File: src/rtl/axi_dma_rd_engine.sv
// axi_dma_rd_engine
// AXI4 read master for the DMA read path. A one-cycle command (start address,
// beat count) is split into INCR bursts that never exceed MAX_BURST beats and
// never cross a 4 KB boundary. Only one burst is outstanding at a time. R data
// is passed straight through to the buffer with ready/valid backpressure, and
// a one-cycle done pulse is returned when the last beat has been accepted.
//
// Ports:
//   clk, rstn                       clock, asynchronous active-low reset
//   i_ctrl_read/i_read_addr/i_num_trans   command pulse, start address, beats
//   o_arvalid/i_arready/o_araddr/o_arlen/o_arsize/o_arburst   AR channel
//   i_rvalid/o_rready/i_rdata/i_rlast/i_rresp                  R channel
//   o_data/o_data_vld/i_data_ready  beat stream towards the buffer
//   o_read_done                     one-cycle completion pulse
//   o_busy                          command in progress
//   o_err                           sticky error for the current command
module axi_dma_rd_engine #(
  parameter int AXI_WIDTH_AD = 32,
  parameter int AXI_WIDTH_DA = 32,
  parameter int BIT_TRANS    = 18,
  parameter int MAX_BURST    = 16
) (
  input  logic                    clk,
  input  logic                    rstn,
  input  logic                    i_ctrl_read,
  input  logic [AXI_WIDTH_AD-1:0] i_read_addr,
  input  logic [BIT_TRANS-1:0]    i_num_trans,
  output logic                    o_arvalid,
  input  logic                    i_arready,
  output logic [AXI_WIDTH_AD-1:0] o_araddr,
  output logic [7:0]              o_arlen,
  output logic [2:0]              o_arsize,
  output logic [1:0]              o_arburst,
  input  logic                    i_rvalid,
  output logic                    o_rready,
  input  logic [AXI_WIDTH_DA-1:0] i_rdata,
  input  logic                    i_rlast,
  input  logic [1:0]              i_rresp,
  output logic [AXI_WIDTH_DA-1:0] o_data,
  output logic                    o_data_vld,
  input  logic                    i_data_ready,
  output logic                    o_read_done,
  output logic                    o_busy,
  output logic                    o_err
);

  localparam int BYTES = AXI_WIDTH_DA / 8;
  localparam int SIZE  = $clog2(BYTES);
  // Common width for comparing remaining beats against 4 KB / MAX_BURST limits.
  localparam int CW    = (BIT_TRANS > 13) ? BIT_TRANS : 13;

  typedef enum logic [1:0] {
    ST_IDLE = 2'd0,
    ST_AR   = 2'd1,
    ST_R    = 2'd2,
    ST_DONE = 2'd3
  } state_t;

  state_t                  state;
  logic [AXI_WIDTH_AD-1:0] addr;       // address of the next burst to issue
  logic [BIT_TRANS-1:0]    remaining;  // beats not yet requested on AR
  logic [8:0]              len;        // beats in the burst in flight (1..256)
  logic [8:0]              beat_cnt;   // beats accepted in the current burst
  logic [8:0]              next_len;
  logic                    beat;
  logic                    last_beat;

  // Burst length = min(remaining, MAX_BURST, beats left before the 4 KB page end).
  function automatic logic [8:0] calc_len(input logic [AXI_WIDTH_AD-1:0] a,
                                          input logic [BIT_TRANS-1:0]    rem);
    logic [CW-1:0] to_page;
    logic [CW-1:0] cap;
    logic [CW-1:0] l;
    to_page = CW'((13'h1000 - {1'b0, a[11:0]}) >> SIZE);
    cap     = CW'(MAX_BURST);
    l       = CW'(rem);
    if (to_page < l) l = to_page;
    if (cap < l)     l = cap;
    return l[8:0];
  endfunction

  // Next burst length: from the incoming command in IDLE, else from the running counters.
  always_comb begin
    next_len = 9'd0;
    if (state == ST_IDLE) begin
      next_len = calc_len(i_read_addr, i_num_trans);
    end else begin
      next_len = calc_len(addr, remaining);
    end
  end

  // Beat acceptance; the burst end is decided by our own count, never by i_rlast.
  always_comb begin
    beat      = (state == ST_R) && i_rvalid && i_data_ready;
    last_beat = ((beat_cnt + 9'd1) == len);
  end

  assign o_rready   = (state == ST_R) && i_data_ready;
  assign o_data_vld = (state == ST_R) && i_rvalid;
  assign o_data     = i_rdata;
  assign o_arsize   = 3'(SIZE);
  assign o_arburst  = 2'b01;

  // Command FSM with registered AR channel, done pulse, busy and sticky error.
  always_ff @(posedge clk or negedge rstn) begin
    if (!rstn) begin
      state       <= ST_IDLE;
      addr        <= '0;
      remaining   <= '0;
      len         <= 9'd0;
      beat_cnt    <= 9'd0;
      o_arvalid   <= 1'b0;
      o_araddr    <= '0;
      o_arlen     <= 8'd0;
      o_read_done <= 1'b0;
      o_busy      <= 1'b0;
      o_err       <= 1'b0;
    end else begin
      case (state)
        ST_IDLE: begin
          o_read_done <= 1'b0;
          if (i_ctrl_read) begin
            o_err     <= 1'b0;
            o_busy    <= 1'b1;
            beat_cnt  <= 9'd0;
            addr      <= i_read_addr;
            remaining <= i_num_trans;
            if (i_num_trans == '0) begin
              state       <= ST_DONE;
              o_read_done <= 1'b1;
            end else begin
              state     <= ST_AR;
              o_arvalid <= 1'b1;
              o_araddr  <= i_read_addr;
              o_arlen   <= 8'(next_len - 9'd1);
              len       <= next_len;
            end
          end
        end
        ST_AR: begin
          // araddr/arlen stay untouched until the slave takes them.
          if (i_arready) begin
            o_arvalid <= 1'b0;
            state     <= ST_R;
            addr      <= addr + (AXI_WIDTH_AD'(len) << SIZE);
            remaining <= remaining - BIT_TRANS'(len);
          end
        end
        ST_R: begin
          if (beat) begin
            if ((i_rresp != 2'b00) || (i_rlast != last_beat)) begin
              o_err <= 1'b1;
            end
            if (last_beat) begin
              beat_cnt <= 9'd0;
              if (remaining != '0) begin
                state     <= ST_AR;
                o_arvalid <= 1'b1;
                o_araddr  <= addr;
                o_arlen   <= 8'(next_len - 9'd1);
                len       <= next_len;
              end else begin
                state       <= ST_DONE;
                o_read_done <= 1'b1;
              end
            end else begin
              beat_cnt <= beat_cnt + 9'd1;
            end
          end
        end
        ST_DONE: begin
          o_read_done <= 1'b0;
          o_busy      <= 1'b0;
          state       <= ST_IDLE;
        end
        default: begin
          state       <= ST_IDLE;
          o_arvalid   <= 1'b0;
          o_read_done <= 1'b0;
          o_busy      <= 1'b0;
        end
      endcase
    end
  end

endmodule

File: config.mk
export PLATFORM = sky130hd
export DESIGN_NAME = axi_dma_rd_engine
export DESIGN_NICKNAME = d
export VERILOG_FILES = /design/src/rtl/axi_dma_rd_engine.sv
export SDC_FILE = /design/constraint.sdc
export NUM_CORES = 1
export LEC_CHECK = 0
export ABC_AREA = 1
export ABC_CLOCK_PERIOD_IN_PS = 8900
export CORE_MARGIN = 2
export CORE_UTILIZATION = 40
export DETAILED_ROUTE_END_ITERATION = 12
export SETUP_SLACK_MARGIN = 0.1
export SLEW_MARGIN = 20
export SYNTH_ARGS = -nofsm -noshare
export SYNTH_HDL_FRONTEND = slang
export SYNTH_SLANG_ARGS = --single-unit
File: constraint.sdc
create_clock -name clk -period 8.9 [get_ports clk]
set_input_delay 1.335 -clock clk [delete_from_list [all_inputs] [get_ports clk]]
set_output_delay 1.335 -clock clk [all_outputs]
set_load 0.05 [all_outputs]
; Yosys cells after proc, flatten, opt, wreduce, memory -nomap -nowiden
; Index checks and enable logic that the tools add are counted.
[totals]
register_bits = 114
in_bits = 91
out_inout_bits = 83
elab_cells = 116
[op_classes]
addsub = 6
order_cmp = 4
eq_ne = 13
n_mux = 61
n_reduce_logical = 21
[ops]
columns = op, count
row1 = $mux W32, 7
row2 = $pmux W32 S2, 2
row3 = $mux W18, 6
row4 = $mux W9, 11
row5 = $mux W8, 5
row6 = $lt A16 B18 Y1, 2
row7 = $lt A5 B18 Y1 const A, 2
row8 = $pmux W18 S2, 1
row9 = $pmux W9 S2, 2
row10 = $add A32 B11 Y32, 1
row11 = $sub A13 B12 Y14 const A, 2
row12 = $logic_not A18 Y1, 1
row13 = $reduce_bool A18 Y1, 1
row14 = $sub A18 B9 Y18, 1
row15 = $pmux W8 S2, 1
row16 = $mux W1, 15
row17 = $mux W2, 6
row18 = $ne A2 B2 Y1 const B, 6
row19 = $reduce_and A4 Y1, 3
row20 = $add A9 B1 Y9 const B, 1
row21 = $eq A9 B9 Y1, 1
row22 = $pmux W2 S4, 1
row23 = $reduce_bool A2 Y1, 4
row24 = $sub A8 B1 Y8 const B, 1
row25 = other kinds (14), 22

; Depth between registers and ports, before layout
[depth]
word_depth = 12
ltp_mapped = 32
mapped_depth_nobuf = 32

; Worst setup path before layout
; OpenSTA, ideal clock, no wires.
[synth_path]
path_kind = input port to flip-flop
startpoint = input i_read_addr[0]
endpoint = register o_arlen[2]
setup_time_ns = 0.119
arrival_ns = 4.191
required_time_ns = 8.781
path_slack_ns = 4.590
cell_stages = 24
n_path_buf = 1
cell_sequence = nor2_2 nand2_2 inv_1 nand2_1 and2_1 or2_2 inv_1 ha_1 a21o_1 nor2_1 nand2_1 nand2_1 nand3_2 buf_6 o21ai_1 nand3_1 nor2_4 nand3_1 nand2_1 inv_1 ha_1 nand3_1 nand2_1 o21a_1
[synth_between]
elab_chain_cells = 12
elab_cells_between_ends = 14
cone_classes = add/sub: 2 / order compare: 2 / mux: 10
[synth_lines]
columns = element, line_no
row1 = start: declaration, 26  ; input logic [AXI_WIDTH_AD-1:0] i_read_addr,
row2 = $sub A13 B12 Y14 (*), 74  ; to_page = CW'((13'h1000 - {1'b0, a[11:0]}) >> SIZE);
row3 = $lt A16 B18 Y1, 77  ; if (to_page < l) l = to_page;
row4 = $mux W18 (*), 77
row5 = $mux W18 (*), 85  ; if (state == ST_IDLE) begin
row6 = $lt A5 B18 Y1, 78  ; if (cap < l) l = cap;
row7 = $mux W9 (*), 78
row8 = $mux W9 (*), 85
row9 = $sub A8 B1 Y8 (*), "135, 160"
row10 = $mux W8, 156  ; if (remaining != '0) begin
row11 = $mux W8, 154  ; if (last_beat) begin
row12 = $mux W8, 150  ; if (beat) begin
row13 = $pmux W8 S2 (*), 119  ; case (state)
row14 = end signal: assignment, 135  ; o_arlen <= 8'(next_len - 9'd1);
row15 = end signal: assignment, 160  ; o_arlen <= 8'(next_len - 9'd1);
row16 = end: declaration, 31  ; output logic [7:0] o_arlen,
; Every way passes the cells marked *; elsewhere a longest branch is shown, timed or not. The select of a mux whose other input is x is not followed.
; A chain may end at the register's enable or synchronous reset.

; Worst setup path after layout
[layout_path]
startpoint = input i_read_addr[6]
endpoint = register o_arlen[2]
; The elaborated chain is that of the path after synthesis.

==> qor.txt <==
Status = finished, final reports clean
Clk Latency, worst-skew pair = 0.43 ns
Final Skew = 0.0167 ns
Slew @ Worst Pin = 0.908 ns
Worst setup EP type = flop
Top FF cell, synth = dfrtp_1
Ports = 174
Fmax achieved = 209 MHz
Final Power = 3920 uW
Sw frac = 50.8%
Gpl congestion = 0.913
Ys async rst share = 100%
Post-Synth XOR/XNOR Area = 3.14%
Slowest-stage cell, CP = clkdlybuf4s50_1
# Max-Cap Violations = 0
Synth Area in Compound Gates = 17.0%
Total net switching power = 1990 uW
Sequential cell area = 2850 um2
Ant. Diodes = 0
Largest fanout on the critical path = 13
Die footprint = 22,800 um2
Core Region = 21,200 um2
Total vias in the final route = 8,370
Pint = 1930 uW
DRT Pass-1 Iters = 6
Nets = 1,454
Clock power frac = 18.6%
Sum Neg Setup Slack = 0 ns
Dpl cells = 1,577
GRT Overall Usage = 23.0%
Required time of the critical path = 9.21 ns
Root Buffer = clkbuf_16
Post-Syn Area per Cell = 6.84 um2
TritonCTS clock tree = yes
Utilization after layout = 48.5%
Largest net degree at the start of global routing = 83
Largest family of logic cells by synthesized area = simple AND/OR/NAND/NOR gates
Global-route wire length before repair = 40,700 um
Mapped cell area = 8650 um2
Seq pwr share = 24.3%
Routed WL per cell = 15.8 um
Initial DRC count = 626
Period utilization = 53.8%
Final setup fails = 0
Post-synth cell types = 48
Number of H-tree levels = 4
Initial antenna violation count = 0
Drt drc = 0
Area grow syn2layout = 18.7%
Crit path DAT = 5.10 ns
EDFF count, synth = 0
Setup crit start kind = input pin
Post-Synthesis Cells = 1,265
Minimum clock period = 4.79 ns
Synth warn = 0
Gr ovfl total = 0
Detailed placement HPWL = 18,800 um
Hold WS = 0.481 ns
Adder-Cell Fraction of Synth Area = 6.25%
Area taken by multi-input logic gates = 4720 um2
Share of layout cells above drive strength 1 = 5.62%
Maximum single-stage delay on the critical path = 0.49 ns
Vias in the first global route = 7,810
VDD IR max = 0.000217 V
Final Hold Fails = 0
HP Class = flop to flop
Die W = 151 um
Post-route ant nets = 0
Post-CTS Repair Setup Buffers = 0
Seq/Total Area, Yosys = 33.0%
RSZ-0062 raised after global routing = false
Total clock sinks = 114
Yosys reg bits = 114
Worst-path clk slew = 0.06 ns
Number of fillers in the final layout = 2,208
Die Y-Extent = 151 um
IO Port Bufs = 104
Post-CTS resize count = 0
Critical path class = input pin to flop
Static Leak = 0.00489 uW
Simple-Gate Fraction of Synth Area = 27.9%
Vias/cell = 5.20
Logic pwr share = 57.1%
Starting density of the core = 40.9%
Pwr Density = 382 nW/um2
CP most frequent cell = nand2_1
Post-synthesis mux area share = 0%
Hold_buf cts = 0
Non-Filler Instances = 1,609
Final WL = 25,500 um
Worst slew margin = 39.5%
Clock Tree Buf Depth = 2
Placement Rows = 53
Slew Limit Fails = 0
TritonCTS buffer count = 17
[Yosys cell counts, types with 2 or more instances]
cell,n,area [um2]
o21ai_0,122,611
nand2_1,307,1150
o21ai_1,37,185
a21oi_1,40,200
a31oi_1,4,25.0
and3_1,2,12.5
a21o_1,3,22.5
buf_4,39,293
or2_2,7,43.8
nand3_1,64,320
nor2_2,5,31.3
buf_2,4,20.0
o31ai_1,9,67.6
nor2_1,111,417
o21bai_1,3,22.5
conb_1,2,7.51
xor2_1,29,254
fa_1,2,40.0
nand2_2,6,37.5
nor2_4,2,22.5
o221ai_1,2,17.5
o21a_1,3,22.5
o2111ai_1,2,17.5
xnor2_1,2,17.5
nand3_2,3,30.0
nand4_1,21,131
inv_2,8,30.0
dfrtp_1,114,2850
clkbuf_1,30,113
nor4_1,5,31.3
inv_1,166,623
o211ai_1,19,143
o22ai_1,19,119
nor3_1,20,100
ha_1,40,500
[power by group through the flow]
stage / clock (uW) / sequential [uW] / combinational (uW)
3_3_place_gp: 0 / 960 / 2200
3_5_place_dp: 0 / 955 / 2230
6_report: 727 / 954 / 2240
4_1_cts: 736 / 953 / 2240
2_1_floorplan: 0 / 1220 / 1360
5_1_grt: 764 / 988 / 2500
[worst paths after layout]
path,from,end,slack [ns],cells past startpoint
min reg2reg,o_arlen[6],o_arlen[6],0.48,2
max,i_read_addr[6],o_arlen[2],4.11,26
min,o_arlen[6],o_arlen[6],0.48,2
min in group asynchronous,rstn,remaining[16],0.97,1
max in group asynchronous,rstn,remaining[6],6.57,2
max reg2reg,addr[1],o_arlen[2],4.56,28
[per-layer routing]
layer	share of wire, %	global-route usage (%)	vias up
li1	-	-	4218
met1	48	32.0	3883
met2	45	36.3	234
met3	5.2	4.28	35
met4	2.1	7.24	0
met5	0	0	-
[layout make-up]
cell class	instances	area share, %
Timing Repair Buffer	109	10.5
Sequential cell	114	27.8
Clock inverter	14	1.72
Multi-Input combinational cell	904	46.0
Tap cell	275	3.35
Inverter	175	6.40
Clock buffer	18	4.28
[state kept, by name, summed over array words and instances (netlist names)]
register,cells
state,2
o_err,1
o_read_done,1
addr,32
o_busy,1
o_arvalid,1
remaining,18
o_arlen,8
len,9
o_araddr,32
beat_cnt,9
[logic make-up after synthesis]
kind of cell | after synthesis
flops | 114
other cells | 2
simple gates | 561
fa+ha+maj | 42
xor+xnor | 31
buf+inv | 250
compound gates | 265
[cells in the final DEF (no fill, tap or decap), types with 17 or more instances in the layout]
cell type | Yosys | routed
a21oi_1 | 40 | 40
clkbuf_16 | 0 | 17
clkdlybuf4s50_1 | 0 | 103
dfrtp_1 | 114 | 114
ha_1 | 40 | 40
inv_1 | 166 | 166
nand2_1 | 307 | 307
nand3_1 | 64 | 64
nand4_1 | 21 | 21
nor2_1 | 111 | 110
nor3_1 | 20 | 20
o211ai_1 | 19 | 19
o21ai_0 | 122 | 122
o21ai_1 | 37 | 37
o22ai_1 | 19 | 19
xor2_1 | 29 | 29
[metrics by stage]
stage               worst slack (ns)  cell area (um2)
floorplan                       4.59             8660
global placement                3.82             9650
detailed placement              3.71             9650
CTS                             4.15            10300
global route                    3.64            10300
finish                          4.11            10300
[critical path, delay by kind of cell]
family / cells / cell delay [ns]
AO/OA/AOI/OAI: 2 / 0.36
AND/OR/NAND/NOR: 19 / 2.34
adder cells (fa/ha/maj): 2 / 0.45
buffers and inverters: 3 / 0.61
(Power assumes the default switching activity.)
==> RTL change: new RTL, same settings <==
Set the parameter `AXI_WIDTH_DA` to 64 (it was 32).
--- a/src/rtl/axi_dma_rd_engine.sv
+++ b/src/rtl/axi_dma_rd_engine.sv
@@ -16,7 +16,7 @@
 //   o_err                           sticky error for the current command
 module axi_dma_rd_engine #(
   parameter int AXI_WIDTH_AD = 32,
-  parameter int AXI_WIDTH_DA = 32,
+  parameter int AXI_WIDTH_DA = 64,
   parameter int BIT_TRANS    = 18,
   parameter int MAX_BURST    = 16
 ) (
Ports: changed (resized i_rdata and o_data); port bits go from 174 to 238. No check against the original RTL was run, so the function may have changed too.
==> RTL change against the original RTL <==
Sequential cell count unchanged; total power down 0.68%; area after synthesis up 3.5%; final area down 0.50%; setup slack worse by 0.039 ns; wire length down 3.2%; largest cell class unchanged; sequential power down 1%; global-route usage down 1.6 points.
==> RTL change: results <==
group,metric,value,unit
min_path,min_to,"o_araddr[11]",
routing,viasPerCell,5.215,
setup_path,rr_worst_depth,27,
placed_design,place_ws,3.715,ns
placed_design,placed_area,0.009635,mm²
setup_path,crit_start,"i_read_addr[4]",
routing,wl,24630,µm
sta,finClkSkew,0.01395,ns
synthesis,yosys.cell_types.count,53,
finish,reg_top3,"addr (32), o_araddr (32), remaining (18)",
setup_path,timing.rr.start,"addr[0]",
setup_path,arrival,5.13,ns
setup_path,endpoint,"o_arlen[4]",
synthesis,synthTopCellsByArea,"dfrtp_1 32%, nand2_1 12%, o21ai_0 5.9%",
sta,worst_hold_slack,0.4767,ns
global_route,track_usage,21.35,%
routing,drt-initial-drc-count,540,
sta,max_freq,207.0,MHz
clock_network,clkSlewWorstSetupHoldPaths,0.06,ns
setup_path,r2r_slack,4.78,ns
status,status,"finished clean",
global_route,grt_max_degree,84,
placed_design,routabilityCongestion,0.9525,
placed_design,dp_hpwl,18110,µm
finish,nets,1406,
finish,layout-drive-gt1-share,10.35,%
pwr,ir_drop,0.0001679,V
routing,post_drt_wl_per_cell,16.04,µm
synthesis,ys_top_cells_by_count,"283 x nand2_1, 135 x inv_1, 114 x dfrtp_1, 106 x o21ai_0, 84 x nor2_1",
setup_path,cp_max_fo,12,
finish,fillCellCount,2242,
pwr,leakagePower,4.714,nW
sta,slew_headroom,33.56,%
global_route,grt_pass1_wl,40430,µm
global_route,grt_pass1_vias,7711,
synthesis,seq_area_frac_synth,31.85,%
-- RTL change: layer usage --
layer	GRT usage (%)	routed length [µm]
met1	28.86	11230
met2	34.46	11500
met3	3.861	1337
met4	7.427	568
met5	0	0
-- RTL change: cell type report --
cell class	count	share of cell area, %
clock inverters	13	1.347
multi-input cells	856	47.07
inverters	144	5.291
well taps	280	3.429
clock buffers	19	4.336
flip-flops and latches	114	27.92
repair buffers	110	10.61
-- RTL change: where the power goes --
part	internal, mW	total (mW)	leakage, nW	switching [mW]
Combinational	0.735	2.27	3.02	1.53
Sequential	0.755	0.943	1.42	0.188
Clock	0.418	0.684	0.279	0.265
Total	1.91	3.89	4.71	1.98
-- RTL change: critical path, stage by stage --
cell,delay (ns)
clkdlybuf4s50_1,0.48
nor2_2,0.21
nand3_2,0.11
nor2_4,0.22
xor2_2,0.22
ha_1,0.29
a21oi_1,0.16
o21ai_0,0.11
nand2_1,0.07
nand2_1,0.05
nand2_1,0.27
nand2_2,0.24
nand2_1,0.13
nand2_1,0.07
nor2_2,0.13
nand2_2,0.08
nor2_4,0.12
nand4_1,0.10
nand2_1,0.13
inv_1,0.07
ha_1,0.22
nand3_2,0.10
nor2_1,0.06
nor2_1,0.08
a21oi_1,0.08
-- RTL change: cell families (layout without fill, tap and decap cells) --
group	Yosys count	count (layout)	share of synthesized area (%)
adder cells (fa/ha/maj)	40	40	5.756
AND/OR/NAND/NOR	514	514	26.53
XOR/XNOR	31	31	3.116
flip-flops	114	114	31.85
other	2	5	0.08385
AO/OA/AOI/OAI	266	266	17.91
buffers and inverters	255	286	14.75
